===== config.mk =====
export PLATFORM = sky130hd
export DESIGN_NAME = vertex_fetch
export DESIGN_NICKNAME = d
export VERILOG_FILES = /design/src/rtl/vfetch_pkg.sv /design/src/rtl/vfetch_fifo.sv /design/src/rtl/vertex_fetch.sv
export SDC_FILE = /design/constraint.sdc
export NUM_CORES = 1
export LEC_CHECK = 0
export BUFFER_PORTS_ARGS = -buffer_cell sky130_fd_sc_hd__buf_4
export CAP_MARGIN = 15
export CELL_PAD_IN_SITES_DETAIL_PLACEMENT = 1
export CELL_PAD_IN_SITES_GLOBAL_PLACEMENT = 1
export CORE_AREA = 2 2 378 193
export CTS_CLUSTER_DIAMETER = 100
export DETAILED_ROUTE_END_ITERATION = 16
export DIE_AREA = 0 0 380 195
export PLACE_DENSITY_LB_ADDON = 0.1
export SYNTH_ARGS = -nofsm -noshare
export SYNTH_HDL_FRONTEND = slang
export SYNTH_SLANG_ARGS = --single-unit

===== constraint.sdc =====
create_clock -name clk -period 4.02 [get_ports clk]
set_input_delay 0.402 -clock clk [delete_from_list [all_inputs] [get_ports clk]]
set_output_delay 0.402 -clock clk [all_outputs]
set_load 0.03 [all_outputs]

===== src/rtl/vfetch_pkg.sv =====
// vfetch_pkg: shared defaults, FSM state type and occupancy width for the vertex fetch block
package vfetch_pkg;
  localparam int VF_ADDR_W = 8;
  localparam int VF_DATA_W = 128;
  localparam int VF_FIFO_D = 4;
  localparam int VF_OCC_W = $clog2(VF_FIFO_D) + 1;
  typedef enum logic [1:0] {IDLE, FETCH, DRAIN} vf_state_t;
endpackage


===== src/rtl/vfetch_fifo.sv =====
// vfetch_fifo: synchronous first-word-fall-through FIFO
// Ports: clk, rst_n (sync, active low), push/din write side, pop/dout read side,
//        full/empty/count status. dout reads 0 while empty.
module vfetch_fifo #(
  parameter int DW = 128,
  parameter int D = 4,
  parameter int CW = $clog2(D) + 1
) (
  input  logic          clk,
  input  logic          rst_n,
  input  logic          push,
  input  logic          pop,
  input  logic [DW-1:0] din,
  output logic [DW-1:0] dout,
  output logic          full,
  output logic          empty,
  output logic [CW-1:0] count
);
  localparam int PW = $clog2(D);
  logic [DW-1:0] mem [D];
  logic [PW-1:0] wp, rp;
  assign empty = count == '0;
  assign full = count == CW'(D);
  assign dout = empty ? '0 : mem[rp];
  always_ff @(posedge clk)
    if (push) mem[wp] <= din;
  always_ff @(posedge clk) begin
    if (!rst_n) begin
      wp <= '0;
      rp <= '0;
      count <= '0;
    end else begin
      wp <= push ? wp + PW'(1) : wp;
      rp <= pop ? rp + PW'(1) : rp;
      count <= count + CW'(push) - CW'(pop);
    end
  end
endmodule


===== src/rtl/vertex_fetch.sv =====
// vertex_fetch: streams a contiguous run of vertices from vertex memory to a valid/ready consumer
// Ports: start/base_addr/vcount request (plus stride when VFETCH_STRIDE_EN is defined),
//        busy/done status, mem_addr/mem_we/mem_rdata memory port (1-cycle read latency),
//        vert_valid/vert_ready/vert_data downstream handshake. rst_n is sync active low.
// mem_addr doubles as the read pointer: the memory samples it on the issuing edge, after which it advances.
module vertex_fetch
  import vfetch_pkg::*;
#(
  parameter int ADDR_W = VF_ADDR_W,
  parameter int DATA_W = VF_DATA_W,
  parameter int FIFO_D = VF_FIFO_D
) (
  input  logic              clk,
  input  logic              rst_n,
  input  logic              start,
  input  logic [ADDR_W-1:0] base_addr,
  input  logic [ADDR_W:0]   vcount,
`ifdef VFETCH_STRIDE_EN
  input  logic [ADDR_W-1:0] stride,
`endif
  output logic              busy,
  output logic              done,
  output logic [ADDR_W-1:0] mem_addr,
  output logic              mem_we,
  input  logic [DATA_W-1:0] mem_rdata,
  output logic              vert_valid,
  input  logic              vert_ready,
  output logic [DATA_W-1:0] vert_data
);
  localparam int CW = $clog2(FIFO_D) + 1;
  localparam logic [CW:0] DEPTH = (CW+1)'(FIFO_D);
  vf_state_t state;
  logic [ADDR_W:0] remaining;
  logic [ADDR_W-1:0] step;
  logic [CW-1:0] count;
  logic [CW:0] occ;
  logic inflight, issue, pop, full, empty;
`ifdef VFETCH_STRIDE_EN
  logic [ADDR_W-1:0] stride_q;
  assign step = stride_q;
`else
  assign step = ADDR_W'(1);
`endif
  assign mem_we = 1'b0;
  assign vert_valid = !empty;
  assign pop = vert_valid & vert_ready;
  // credit includes the word still in flight from memory
  assign occ = {1'b0, count} + (CW+1)'(inflight);
  assign issue = state == FETCH && !full && occ < DEPTH;
  always_ff @(posedge clk) begin
    if (!rst_n) begin
      state <= IDLE;
      busy <= 1'b0;
      done <= 1'b0;
      mem_addr <= '0;
      remaining <= '0;
      inflight <= 1'b0;
`ifdef VFETCH_STRIDE_EN
      stride_q <= '0;
`endif
    end else begin
      done <= 1'b0;
      inflight <= issue;
      case (state)
        IDLE:
          if (start && vcount == '0) done <= 1'b1;
          else if (start) begin
            state <= FETCH;
            busy <= 1'b1;
            mem_addr <= base_addr;
            remaining <= vcount;
`ifdef VFETCH_STRIDE_EN
            stride_q <= stride;
`endif
          end
        FETCH:
          if (issue) begin
            mem_addr <= mem_addr + step;
            remaining <= remaining - (ADDR_W+1)'(1);
            state <= remaining == (ADDR_W+1)'(1) ? DRAIN : FETCH;
          end
        DRAIN:
          if (!inflight && count == CW'(1) && pop) begin
            state <= IDLE;
            busy <= 1'b0;
            done <= 1'b1;
          end
        default: state <= IDLE;
      endcase
    end
  end
  vfetch_fifo #(.DW(DATA_W), .D(FIFO_D)) u_fifo (
    .clk(clk),
    .rst_n(rst_n),
    .push(inflight),
    .pop(pop),
    .din(mem_rdata),
    .dout(vert_data),
    .full(full),
    .empty(empty),
    .count(count)
  );
endmodule


==> run summary <==
Die Y -> 195 um
Static leakage -> 9.25 nW
Startpoint Class -> flip-flop
Clock tree root driver cell -> clkbuf_16
RePlAce Congestion -> 0.712
DR vias -> 11000
Critical Path End Type -> output port
DR top layer -> met4
Share of cells above drive strength 1 -> 34.6%
Post-Syn Area -> 21000 um2
Ys flop type -> edfxtp_1
WL met1 -> 20500 um
Most frequent cells in the layout -> edfxtp_1, buf_4, and2_1, mux4_2, dlygate4sd3_1
DP Area -> 24500 um2
# DRC -> 0
Worst-path clk slew -> 0.06 ns
Initial Utilization -> 29.9%
IO buf count -> 287
ANT nets after route -> 0
DP Wirelength -> 31200 um
Max_cap viols -> 0
Num Clock Sinks -> 543
Core area -> 70400 um2
RSZ-0062 raised after global routing -> no
R2R cell count -> 6
Vias/cell -> 4.45
FILL cells -> 6948
Final hold vios -> 0
CP required -> 3.62 ns
Die footprint -> 74100 um2
WL met2 -> 28700 um
Async set-reset flop share out of synthesis -> 0%
Least-Margin Pin Slew -> 0.991 ns
Crit path to -> vert_data[0]
Reg2reg start -> inflight
Worst VDD drop -> 0.000462 V
WL met3 -> 1600 um
Endpoints failing setup -> 0
Syn-to-layout area delta -> 30.5%
CTS tree -> yes
Clk buf depth -> 3
Reg-to-reg endpoint -> remaining[3]
Drt pass-1 iters -> 5
Synth warn -> 0
Critical path peak fanout -> 29
EDFF count, synth -> 512
Worst-path cell chain -> buf_4, mux4_2, and2_1, buf_4
Max Clk Rate -> 0.327 GHz
Reg area -> 16000 um2
H-tree levels -> 2
Crit-path slowest cell -> dfxtp_4
Die width -> 380 um
Synth Register Bits -> 543
Post_cts resized -> 0
Syn_area_per_cell -> 20.4 um2
Final setup margin -> 0.965 ns
Initial antenna violation count -> 1
Count of cell types in the netlist -> 50
Setup Skew -> 0.00896 ns
Final min period -> 3.06 ns
Inserted Clock Buffers -> 52
Register area share after synthesis -> 76.1%
# Post-CTS Setup Buffers -> 0
Final WL -> 51500 um
Final std cell area, no fill -> 27400 um2
Post-CTS Hold Fix Bufs -> 128
WS Path Type -> reg2out
Status -> completed
PD cells -> 614 nW/um2
Syn Nets -> 1191
R2R setup slack -> 1.49 ns
Mapped Cells -> 1031
Ports -> 289
Routed len/inst -> 20.8 um
First-pass GRT wire length -> 78900 um
Cell row count -> 69
Hold WS -> 0.130 ns
Hold WC Path Type -> in2reg
Initial detailed-routing violation count -> 532
Top cell by count, worst path -> buf_4
Largest net degree at the start of global routing -> 130
Vias in the first global route -> 12600
Commonest non-fill, non-tap cell in the layout -> edfxtp_1
Largest stage delay, worst path -> 0.82 ns
Nets -> 1633
Slew margin rel. -> 33.9%
Total track usage -> 14.0%
Grt ovf -> 0
Footprint of the multi-input gates -> 4740 um2
CP arrival -> 2.65 ns
Period utilization -> 76.0%
Slew Viols, Final -> 0
TNS Setup -> 0 ns
Clk Latency, worst-skew pair -> 0.59 ns
Place WS -> 1.07 ns
[registers in the layout (all words and copies together), names as in the netlist, named ones only]
signal	flops
done	1
state	2
busy	1
inflight	1
u_fifo.mem	512
u_fifo.count	3
mem_addr	8
u_fifo.rp	2
remaining	9
u_fifo.wp	2
[synthesized netlist by cell type (all sizes together), types with 2 or more instances]
master | n | area share, %
o32ai | 3 | 0.12
nor3 | 7 | 0.17
xnor2 | 4 | 0.17
nor4 | 3 | 0.16
o21a | 2 | 0.071
and2 | 134 | 4.0
nor2b | 3 | 0.089
inv | 14 | 0.25
ha | 10 | 0.59
nand2b | 5 | 0.15
mux4 | 128 | 14
o21ai | 7 | 0.17
o22ai | 2 | 0.059
edfxtp | 512 | 73
o31ai | 2 | 0.071
nor2 | 22 | 0.39
a21o | 2 | 0.071
nor3b | 2 | 0.071
and3 | 3 | 0.089
nand3 | 5 | 0.12
o221a | 5 | 0.27
a21oi | 22 | 0.54
clkbuf | 35 | 0.62
or3 | 5 | 0.15
a31oi | 3 | 0.089
dfxtp | 31 | 3.0
nand2 | 22 | 0.39
buf | 21 | 0.61
[per-stage QoR]
step / total power [W] / utilization (%) / std cells
2_1_floorplan: 0.0102 / - / 1031
3_3_place_gp: 0.0123 / 34.8 / 2247
3_5_place_dp: 0.0124 / 34.8 / 2247
4_1_cts: 0.0172 / 38.9 / 2471
5_1_grt: 0.0177 / 38.9 / 2474
6_report: 0.0168 / 38.9 / 2474
[routing by layer]
metal | global-route usage [%] | vias up
met4 | 2.84 | 0
li1 | - | 5018
met1 | 16.2 | 5820
met5 | 0 | -
met3 | 2.53 | 56
met2 | 26.9 | 126
[critical path: cells and delay by family (launching register included)]
family                 cells  cell delay, ns
multiplexers               1            0.52
buffers and inverters      2            0.51
flip-flops                 1            0.82
AND/OR/NAND/NOR            1            0.17
[report_power, final]
group          internal, W  total (W)  switching, W  leakage (nW)
registers          0.00644    0.00668      0.000242          4.88
clock network      0.00255    0.00465       0.00210         0.752
logic              0.00241    0.00550       0.00309          3.61
total               0.0114     0.0168       0.00543          9.25
[worst min-delay path by stage]
| stage | slack, ns | startpoint | depth (start not counted) | end |
|---|---|---|---|---|
| floorplan | 0.44 | remaining[7] | 2 | remaining[7] |
| detailed placement | 0.46 | remaining[7] | 2 | remaining[7] |
| global route | 0.13 | base_addr[7] | 3 | mem_addr[7] |
| CTS | 0.10 | base_addr[7] | 3 | mem_addr[7] |
| finish | 0.13 | base_addr[7] | 3 | mem_addr[7] |
| global placement | 0.46 | remaining[7] | 2 | remaining[7] |
[final cells by class]
cell class,instances,share of cell area (%)
Antenna cell,1,0.00912
Clock buffer,70,5.07
Clock inverter,26,0.680
Inverter,14,0.192
Multi-Input combinational cell,418,17.3
Sequential cell,543,58.3
Tap cell,958,4.37
Timing Repair Buffer,444,14.1
[cell families after synthesis]
kind of cell	share of synthesized area, %
multiplexers	13.8
adder cells (fa/ha/maj)	0.690
XOR/XNOR	0.208
AND/OR/NAND/NOR	5.95
buffers and inverters	1.49
AO/OA/AOI/OAI	1.83
other	0.0178
flip-flops	76.1
Power figures use the tool's default switching activity.
